==> src/rtl/mem_arbiter_if.sv <==
// Bundles the port-0, port-1 and simram signals of the memory arbiter.
// slave is the arbiter's view; master is the cpu / agent / memory side.
interface mem_arbiter_if #(
    parameter int AWIDTH = 16,
    parameter int DWIDTH = 16
);
    logic [AWIDTH-1:0] p0_raddr;
    logic              p0_rd;
    logic [DWIDTH-1:0] p0_rdata;
    logic [AWIDTH-1:0] p0_waddr;
    logic [DWIDTH-1:0] p0_wdata;
    logic              p0_wr;

    logic              p1_req;
    logic              p1_we;
    logic [AWIDTH-1:0] p1_addr;
    logic [DWIDTH-1:0] p1_wdata;
    logic              p1_ack;
    logic [DWIDTH-1:0] p1_rdata;
    logic              p1_rvalid;
    logic [15:0]       p1_stall_cnt;

    logic [AWIDTH-1:0] mem_raddr;
    logic              mem_re;
    logic [DWIDTH-1:0] mem_rdata;
    logic [AWIDTH-1:0] mem_waddr;
    logic [DWIDTH-1:0] mem_wdata;
    logic              mem_we;

    modport slave (
        input  p0_raddr, p0_rd, p0_waddr, p0_wdata, p0_wr,
        input  p1_req, p1_we, p1_addr, p1_wdata,
        input  mem_rdata,
        output p0_rdata,
        output p1_ack, p1_rdata, p1_rvalid, p1_stall_cnt,
        output mem_raddr, mem_re, mem_waddr, mem_wdata, mem_we
    );

    modport master (
        output p0_raddr, p0_rd, p0_waddr, p0_wdata, p0_wr,
        output p1_req, p1_we, p1_addr, p1_wdata,
        output mem_rdata,
        input  p0_rdata,
        input  p1_ack, p1_rdata, p1_rvalid, p1_stall_cnt,
        input  mem_raddr, mem_re, mem_waddr, mem_wdata, mem_we
    );
endinterface

==> src/rtl/mem_arbiter.sv <==
// Shares one dual-port simram between the cpu (port 0, never stalled) and a
// req/ack debug/DMA agent (port 1) that is slotted into idle read/write cycles.
module mem_arbiter #(
    parameter int AWIDTH = 16,
    parameter int DWIDTH = 16,
    parameter int RDLAT  = 1
) (
    input  logic         clk,
    input  logic         reset,
    mem_arbiter_if.slave bus
);

    localparam logic [0:0] IDLE = 1'b0;
    localparam logic [0:0] PEND = 1'b1;

    logic [0:0]        state_q, state_d;
    logic              holdWe_q, holdWe_d;
    logic [AWIDTH-1:0] holdAddr_q, holdAddr_d;
    logic [DWIDTH-1:0] holdWdata_q, holdWdata_d;
    logic [15:0]       stallCnt_q, stallCnt_d;
    logic [RDLAT-1:0]  tagPipe_q, tagPipe_d;

    logic p1Pend;
    logic p1WrIssue;
    logic p1RdIssue;
    logic p1Blocked;

    // Port 1 issues only from PEND and never while reset is held.
    always_comb begin
        p1Pend    = (state_q == PEND) && !reset;
        p1WrIssue = p1Pend &&  holdWe_q && !bus.p0_wr;
        p1RdIssue = p1Pend && !holdWe_q && !bus.p0_rd;
        p1Blocked = p1Pend && !p1WrIssue && !p1RdIssue;
    end

    always_comb begin
        state_d     = state_q;
        holdWe_d    = holdWe_q;
        holdAddr_d  = holdAddr_q;
        holdWdata_d = holdWdata_q;
        stallCnt_d  = stallCnt_q;

        case (state_q)
            IDLE: begin
                if (bus.p1_req) begin
                    state_d     = PEND;
                    holdWe_d    = bus.p1_we;
                    holdAddr_d  = bus.p1_addr;
                    holdWdata_d = bus.p1_wdata;
                end
            end
            PEND: begin
                if (p1WrIssue || p1RdIssue) begin
                    state_d = IDLE;
                end
            end
            default: state_d = IDLE;
        endcase

        if (p1Blocked && (stallCnt_q != 16'hFFFF)) begin
            stallCnt_d = stallCnt_q + 16'd1;
        end

        // Tag 1 marks a port-1 read; port-0 reads and empty slots shift in 0.
        tagPipe_d    = tagPipe_q << 1;
        tagPipe_d[0] = p1RdIssue;
    end

    always_ff @(posedge clk) begin
        if (reset) begin
            state_q     <= IDLE;
            holdWe_q    <= 1'b0;
            holdAddr_q  <= '0;
            holdWdata_q <= '0;
            stallCnt_q  <= '0;
            tagPipe_q   <= '0;
        end else begin
            state_q     <= state_d;
            holdWe_q    <= holdWe_d;
            holdAddr_q  <= holdAddr_d;
            holdWdata_q <= holdWdata_d;
            stallCnt_q  <= stallCnt_d;
            tagPipe_q   <= tagPipe_d;
        end
    end

    // Port 0 always owns a memory port it strobes; port 1 fills the gap.
    always_comb begin
        bus.mem_re    = 1'b0;
        bus.mem_raddr = '0;
        if (bus.p0_rd) begin
            bus.mem_re    = 1'b1;
            bus.mem_raddr = bus.p0_raddr;
        end else if (p1RdIssue) begin
            bus.mem_re    = 1'b1;
            bus.mem_raddr = holdAddr_q;
        end
    end

    always_comb begin
        bus.mem_we    = 1'b0;
        bus.mem_waddr = '0;
        bus.mem_wdata = '0;
        if (bus.p0_wr) begin
            bus.mem_we    = 1'b1;
            bus.mem_waddr = bus.p0_waddr;
            bus.mem_wdata = bus.p0_wdata;
        end else if (p1WrIssue) begin
            bus.mem_we    = 1'b1;
            bus.mem_waddr = holdAddr_q;
            bus.mem_wdata = holdWdata_q;
        end
    end

    assign bus.p1_ack       = p1WrIssue | p1RdIssue;
    assign bus.p1_rvalid    = tagPipe_q[RDLAT-1] && !reset;
    assign bus.p1_rdata     = bus.p1_rvalid ? bus.mem_rdata : '0;
    assign bus.p0_rdata     = bus.mem_rdata;
    assign bus.p1_stall_cnt = stallCnt_q;

endmodule

==> src/flat_wrapper.sv <==
// flat-port wrapper written by rule: the top's interface ports become plain ports
module mem_arbiter_flat 
#(
    parameter int AWIDTH = 16,
    parameter int DWIDTH = 16,
    parameter int RDLAT  = 1
)
  (clk, reset, bus_p0_raddr, bus_p0_rd, bus_p0_waddr, bus_p0_wdata, bus_p0_wr, bus_p1_req, bus_p1_we, bus_p1_addr, bus_p1_wdata, bus_mem_rdata, bus_p0_rdata, bus_p1_ack, bus_p1_rdata, bus_p1_rvalid, bus_p1_stall_cnt, bus_mem_raddr, bus_mem_re, bus_mem_waddr, bus_mem_wdata, bus_mem_we);
  mem_arbiter_if #(.AWIDTH(AWIDTH), .DWIDTH(DWIDTH)) bus_i ();
  input  logic clk;
  input  logic reset;
  input wire logic [$bits(bus_i.p0_raddr)-1:0] bus_p0_raddr;
  input wire logic [$bits(bus_i.p0_rd)-1:0] bus_p0_rd;
  input wire logic [$bits(bus_i.p0_waddr)-1:0] bus_p0_waddr;
  input wire logic [$bits(bus_i.p0_wdata)-1:0] bus_p0_wdata;
  input wire logic [$bits(bus_i.p0_wr)-1:0] bus_p0_wr;
  input wire logic [$bits(bus_i.p1_req)-1:0] bus_p1_req;
  input wire logic [$bits(bus_i.p1_we)-1:0] bus_p1_we;
  input wire logic [$bits(bus_i.p1_addr)-1:0] bus_p1_addr;
  input wire logic [$bits(bus_i.p1_wdata)-1:0] bus_p1_wdata;
  input wire logic [$bits(bus_i.mem_rdata)-1:0] bus_mem_rdata;
  output wire logic [$bits(bus_i.p0_rdata)-1:0] bus_p0_rdata;
  output wire logic [$bits(bus_i.p1_ack)-1:0] bus_p1_ack;
  output wire logic [$bits(bus_i.p1_rdata)-1:0] bus_p1_rdata;
  output wire logic [$bits(bus_i.p1_rvalid)-1:0] bus_p1_rvalid;
  output wire logic [$bits(bus_i.p1_stall_cnt)-1:0] bus_p1_stall_cnt;
  output wire logic [$bits(bus_i.mem_raddr)-1:0] bus_mem_raddr;
  output wire logic [$bits(bus_i.mem_re)-1:0] bus_mem_re;
  output wire logic [$bits(bus_i.mem_waddr)-1:0] bus_mem_waddr;
  output wire logic [$bits(bus_i.mem_wdata)-1:0] bus_mem_wdata;
  output wire logic [$bits(bus_i.mem_we)-1:0] bus_mem_we;
  assign bus_i.p0_raddr = bus_p0_raddr;
  assign bus_i.p0_rd = bus_p0_rd;
  assign bus_i.p0_waddr = bus_p0_waddr;
  assign bus_i.p0_wdata = bus_p0_wdata;
  assign bus_i.p0_wr = bus_p0_wr;
  assign bus_i.p1_req = bus_p1_req;
  assign bus_i.p1_we = bus_p1_we;
  assign bus_i.p1_addr = bus_p1_addr;
  assign bus_i.p1_wdata = bus_p1_wdata;
  assign bus_i.mem_rdata = bus_mem_rdata;
  assign bus_p0_rdata = bus_i.p0_rdata;
  assign bus_p1_ack = bus_i.p1_ack;
  assign bus_p1_rdata = bus_i.p1_rdata;
  assign bus_p1_rvalid = bus_i.p1_rvalid;
  assign bus_p1_stall_cnt = bus_i.p1_stall_cnt;
  assign bus_mem_raddr = bus_i.mem_raddr;
  assign bus_mem_re = bus_i.mem_re;
  assign bus_mem_waddr = bus_i.mem_waddr;
  assign bus_mem_wdata = bus_i.mem_wdata;
  assign bus_mem_we = bus_i.mem_we;
  mem_arbiter #(.AWIDTH(AWIDTH), .DWIDTH(DWIDTH), .RDLAT(RDLAT)) u_core (.clk(clk), .reset(reset), .bus(bus_i));
endmodule
==> config.mk <==
export PLATFORM = sky130hd
export DESIGN_NAME = mem_arbiter_flat
export DESIGN_NICKNAME = d
export VERILOG_FILES = /design/src/rtl/mem_arbiter_if.sv /design/src/rtl/mem_arbiter.sv /design/src/flat_wrapper.sv
export SDC_FILE = /design/constraint.sdc
export NUM_CORES = 1
export LEC_CHECK = 0
export ABC_AREA = 1
export CAP_MARGIN = 20
export CORE_UTILIZATION = 36
export DETAILED_ROUTE_END_ITERATION = 12
export GPL_TIMING_DRIVEN = 0
export HOLD_SLACK_MARGIN = 0.15
export PLACE_DENSITY = 0.9
export SLEW_MARGIN = 20
export SYNTH_ARGS = -nofsm -noshare
export SYNTH_HDL_FRONTEND = slang
export SYNTH_SLANG_ARGS = --single-unit
==> constraint.sdc <==
create_clock -name clk -period 1.5 [get_ports clk]
set_input_delay 0.225 -clock clk [delete_from_list [all_inputs] [get_ports clk]]
set_output_delay 0.225 -clock clk [all_outputs]
set_load 0.02 [all_outputs]
# Word level (Yosys, flattened, before mapping)
# Cells that the tools add are included.
# op_classes
addsub	1
mul	0
n_div	0
magnitude_cmp	0
eq_ne	1
shifts	0
muxes	14
bitwise_logic	2
reduce_logical	17
# op_table
op	count
$mux 16	7
$add 16x1->16 const B	1
$ne 16x16->1 const B	1
$logic_and 1x1->1	9
$logic_not 1->1	6
$mux 1	6
$pmux 1 s2	1
$reduce_and 2->1	1
$logic_or 1x1->1	1
$not 1->1	1
$or 1x1->1	1
# totals
reg_bits	51
latchBits	0
ram_bits	0
rom_bits	0
input_bits	102
elab_cells	41
n_memories	0

# Logic depth before layout (Yosys ltp)
# depth
ltp_word	8
ltp_mapped	10

# Worst setup path after synthesis
# OpenSTA, ideal clock, no wires.
# synth_path
path_type	register to register
startpoint	register u_core.stallCnt_q[0], in the netlist u_core.bus.p1_stall_cnt[0]
endpoint	register u_core.stallCnt_q[13], in the netlist u_core.bus.p1_stall_cnt[13]
setup_ns	0.114
t_arrival_ns	1.465
required_time_ns	1.386
setup_slack_ns	-0.079
path_stages_with_launch	10
n_path_buf	1
path_cell_list	dfxtp_1 > ha_1 > nand3_1 > inv_2 > nand2_4 > nor2_2 > nor2_2 > buf_6 > nor2_1 > nor2_2
# synth_via
elab_chain_len	2
elab_cells_between_ends	3
# synth_rtl
item	line	source
start: declaration	mem_arbiter.sv:20	logic [15:0] stallCnt_q, stallCnt_d;
start signal: assignment	mem_arbiter.sv:82	stallCnt_q <= stallCnt_d;
parallel branches: the longest is 2 deep, another holds $add 16x1->16	--	
# Parallel ways; which one is timed is not known.
# A chain may end at the register's enable or synchronous reset.

# Worst setup path after layout
# layout_path
startpoint	register u_core.state_q
endpoint	output bus_mem_waddr[9]
# layout_via
elab_chain_len	5
# layout_rtl
item	line	source
start: declaration	mem_arbiter.sv:16	logic [0:0] state_q, state_d;
start signal: assignment	mem_arbiter.sv:78	state_q <= state_d;
$logic_and 1x1->1	mem_arbiter.sv:30	p1Pend = (state_q == PEND) && !reset;
$logic_and 1x1->1 (2 in a row)	mem_arbiter.sv:31	p1WrIssue = p1Pend && holdWe_q && !bus.p0_wr;
$mux 16	mem_arbiter.sv:108	end else if (p1WrIssue) begin
$mux 16	mem_arbiter.sv:104	if (bus.p0_wr) begin
end: declaration	flat_wrapper.sv:29	output wire logic [$bits(bus_i.mem_waddr)-1:0] bus_mem_waddr;
# No other way between the ends.

==> results.md <==
- Status: finished with violations
- Failing checks: negative setup slack
- Total track usage: 0.2846
- Starting DRC count in detailed routing: 224
- WL met2: 7106 um
- Netlist cell types: 25
- Max_slew headroom: 0.5690
- CP Launch Point: u_core.state_q
- Share of flip-flops with an asynchronous set or reset: 0
- Top_reg_cell synth: dfxtp_1
- Syn Nets: 569
- Pwr dens: 708.9 nW/um2
- GRT overflow: 0
- Worst setup SP type: flip-flop
- Final core occ: 0.7570
- Die ar.: 8646 um2
- Area delta synth->final: 99.33%
- IO buf count: 199
- Synth top area cells: dfxtp_1 (34%), o21ai_0 (14%), nand2_1 (10%), inv_1 (7.4%), nor2_1 (6.5%)
- Vias in the first global route: 3780
- Worst vdd ir: 0.5334 mV
- Post-synth EDFFs: 0
- Vias: 4148
- # diodes: 0
- Largest area contributor in the netlist: dfxtp_1
- Root Buffer: clkbuf_8
- Hold_buf cts: 0
- Slew Viols, Final: 0
- Starting Density: 0.3798
- Largest net degree at the start of global routing: 17
- Clk slew on worst S/H paths: 0.11 ns
- Wl on met1: 4786 um
- Residual DRC: 0
- Fin cells: 804
- Top delay family on crit path: buffers and inverters
- Synth warn: 0
- Worst skew pair latency: 0.32 ns
- Critical Path AT: 1.60 ns
- Fmax: 0.5487 GHz
- Vias per inst: 5.159
- TritonCTS Buffers: 5
- Syn Inst Count: 466
- Avg WL per Cell: 16.93 um
- Placer congestion estimate: 0.8622
- DR WL met3: 1143 um
- Setup Viol. Count Final: 74
- Fin. Hold Viols: 0
- Max Used Layer: met4
- Detailed Place HPWL: 8844 um
- CP max-delay cell: dfxtp_2
- Placed Cells: 767
- Tcrit/Tclk final: 1.215
- Wirelength, routed: 13610 um
- Synth cell count leaders: o21ai_0 (86), nand2_1 (82), inv_1 (59), nor2_1 (52), dfxtp_1 (51)
- Fillers: 544
- Critical path endpoint: bus_mem_waddr[9]
- Mean post-synth cell area: 6.396 um2
- Worst slew pin tran: 0.6465 ns
- Min Tclk post-route: 1.822 ns
- Worst path max stage delay: 0.36 ns
- Reg2Reg Setup Slack: -0.11 ns
- Mapped cell area: 2980 um2
- Worst-path maximum fanout: 5
- Pre-CTS setup slack: -1.168 ns
- Clock tree buffer depth: 2
- CP Cell Sequence: inv_2, nor2_4, buf_12, nand3_4, clkbuf_16, o21ai_4, buf_6
- Initial antenna violation count: 0
- Cell with the most instances after synthesis: o21ai_0
- Setup CP Type: flip-flop to output port
- Post-synthesis sequential area ratio: 0.3426
- CTS Sinks: 51
- Final worst setup slack: -0.3224 ns
- Site Rows: 32
- First-pass iteration count of the detailed router: 6
- FF-to-FF Start: u_core.state_q
- First-pass GRT wire length: 19170 um
- Max-cap violations: 0
- Hold Crit Class: primary input to flip-flop
- LEAKAGE: 2.723 nW
- Worst Path Buf+Inv: 4
- Num ports: 202
- Post-synth top area share: 0.3426
- Layout cells sized above 1: 0.3276
- Die Y: 92.99 um
- Critical Path End Type: output port
- Stages on worst setup path: 7
- Die width: 92.99 um
- RSZ-0062 raised after global routing: yes
- R2r worst-path depth: 7
- RR Endpoint: u_core.holdWdata_q[13]
- Post-DRT Antenna Nets: 0
- Fin Clk Skew: 0.01473 ns
- H-tree depth: 2
- Yosys reg bits: 51
- Final-stage net count: 804
- WP data required: 1.27 ns
- TritonCTS clock tree: done
- CORE AREA: 7848 um2
-- registers in the layout, summed over array words and instances (netlist names) --
signal,count
u_core.bus.p1_stall_cnt,16
u_core.holdAddr_q,16
u_core.holdWdata_q,16
u_core.holdWe_q,1
u_core.state_q,1
u_core.tagPipe_q,1
-- report_power, final --
part | total, mW | internal, mW | switching, mW
clock network | 1.16 | 0.666 | 0.492
registers | 1.56 | 1.47 | 0.0816
logic | 1.50 | 0.710 | 0.788
total | 4.21 | 2.85 | 1.36
-- cell type report --
cell class              count  area [um2]  area share
multi-input cells         313        1903      0.3203
clock buffers               5       68.82     0.01158
flip-flops and latches     51        1033      0.1740
repair buffers            226        2178      0.3667
plain buffers              40       321.6     0.05413
inverters                  64       240.2     0.04044
well taps                 102       127.6     0.02148
clock inverters             3       67.56     0.01137
-- timing repair --
item	in CTS	in global routing
buffers inserted	18	3
cloned	9	0
pin swaps	8	6
gates resized for setup	541	65
setup endpoints to repair	115	82
-- routing by layer --
layer / track usage / vias to the layer above
li1: - / 1933
met5: 0 / -
met3: 0.05691 / 60
met2: 0.5453 / 268
met1: 0.3072 / 1887
met4: 0.09744 / 0
-- metrics by stage --
| step | setup TNS [ns] | area (um2) | hold slack [ns] | total power [mW] |
|---|---|---|---|---|
| after detailed placement | -80.81 | 5102 | 0.4409 | 2.817 |
| after floorplan | -0.9709 | 2983 | 0.2874 | 2.152 |
| after global routing | -16.96 | 5941 | 0.1802 | 4.372 |
| after global placement | -77.55 | 5102 | 0.4386 | 2.777 |
| final | -15.44 | 5941 | 0.1895 | 4.212 |
| after CTS | -11.23 | 5712 | 0.1800 | 4.073 |
-- how the worst min path moves through the flow --
stage	depth (start not counted)	startpoint	end	slack, ns
final	2	reset	u_core.bus.p1_stall_cnt[3]	0.19
after global placement	2	u_core.holdWdata_q[2]	u_core.holdWdata_q[2]	0.44
after floorplan	1	reset	u_core.bus.p1_stall_cnt[3]	0.29
after global routing	2	reset	u_core.bus.p1_stall_cnt[3]	0.18
after detailed placement	2	u_core.holdWdata_q[7]	u_core.holdWdata_q[7]	0.44
after CTS	2	reset	u_core.bus.p1_stall_cnt[3]	0.18
-- cells in the final DEF, fill, tap and decap left out, types with 5 or more instances in the layout --
| master | count |
|---|---|
| buf_8 | 6 |
| a21oi_1 | 35 |
| clkbuf_1 | 7 |
| nand2_2 | 14 |
| nand3_1 | 7 |
| buf_6 | 46 |
| nor2_2 | 7 |
| o21ai_2 | 36 |
| buf_4 | 48 |
| inv_1 | 58 |
| o21ai_4 | 15 |
| nand2_1 | 78 |
| dlygate4sd2_1 | 39 |
| o21ai_0 | 38 |
| dfxtp_1 | 45 |
| clkbuf_8 | 6 |
| o21ai_1 | 5 |
| buf_2 | 12 |
| nor2_1 | 50 |
| inv_2 | 6 |
| clkdlybuf4s50_1 | 98 |
-- cells by family (layout without fill, tap and decap cells) --
logic type | after synthesis | after routing | synth area share
flip-flops | 51 | 51 | 0.3426
adder cells (fa/ha/maj) | 1 | 1 | 0.004197
AND/OR/NAND/NOR | 171 | 174 | 0.2477
AO/OA/AOI/OAI | 131 | 131 | 0.2225
XOR/XNOR | 7 | 7 | 0.02057
buffers and inverters | 105 | 338 | 0.1625
(Power assumes the default switching activity.)
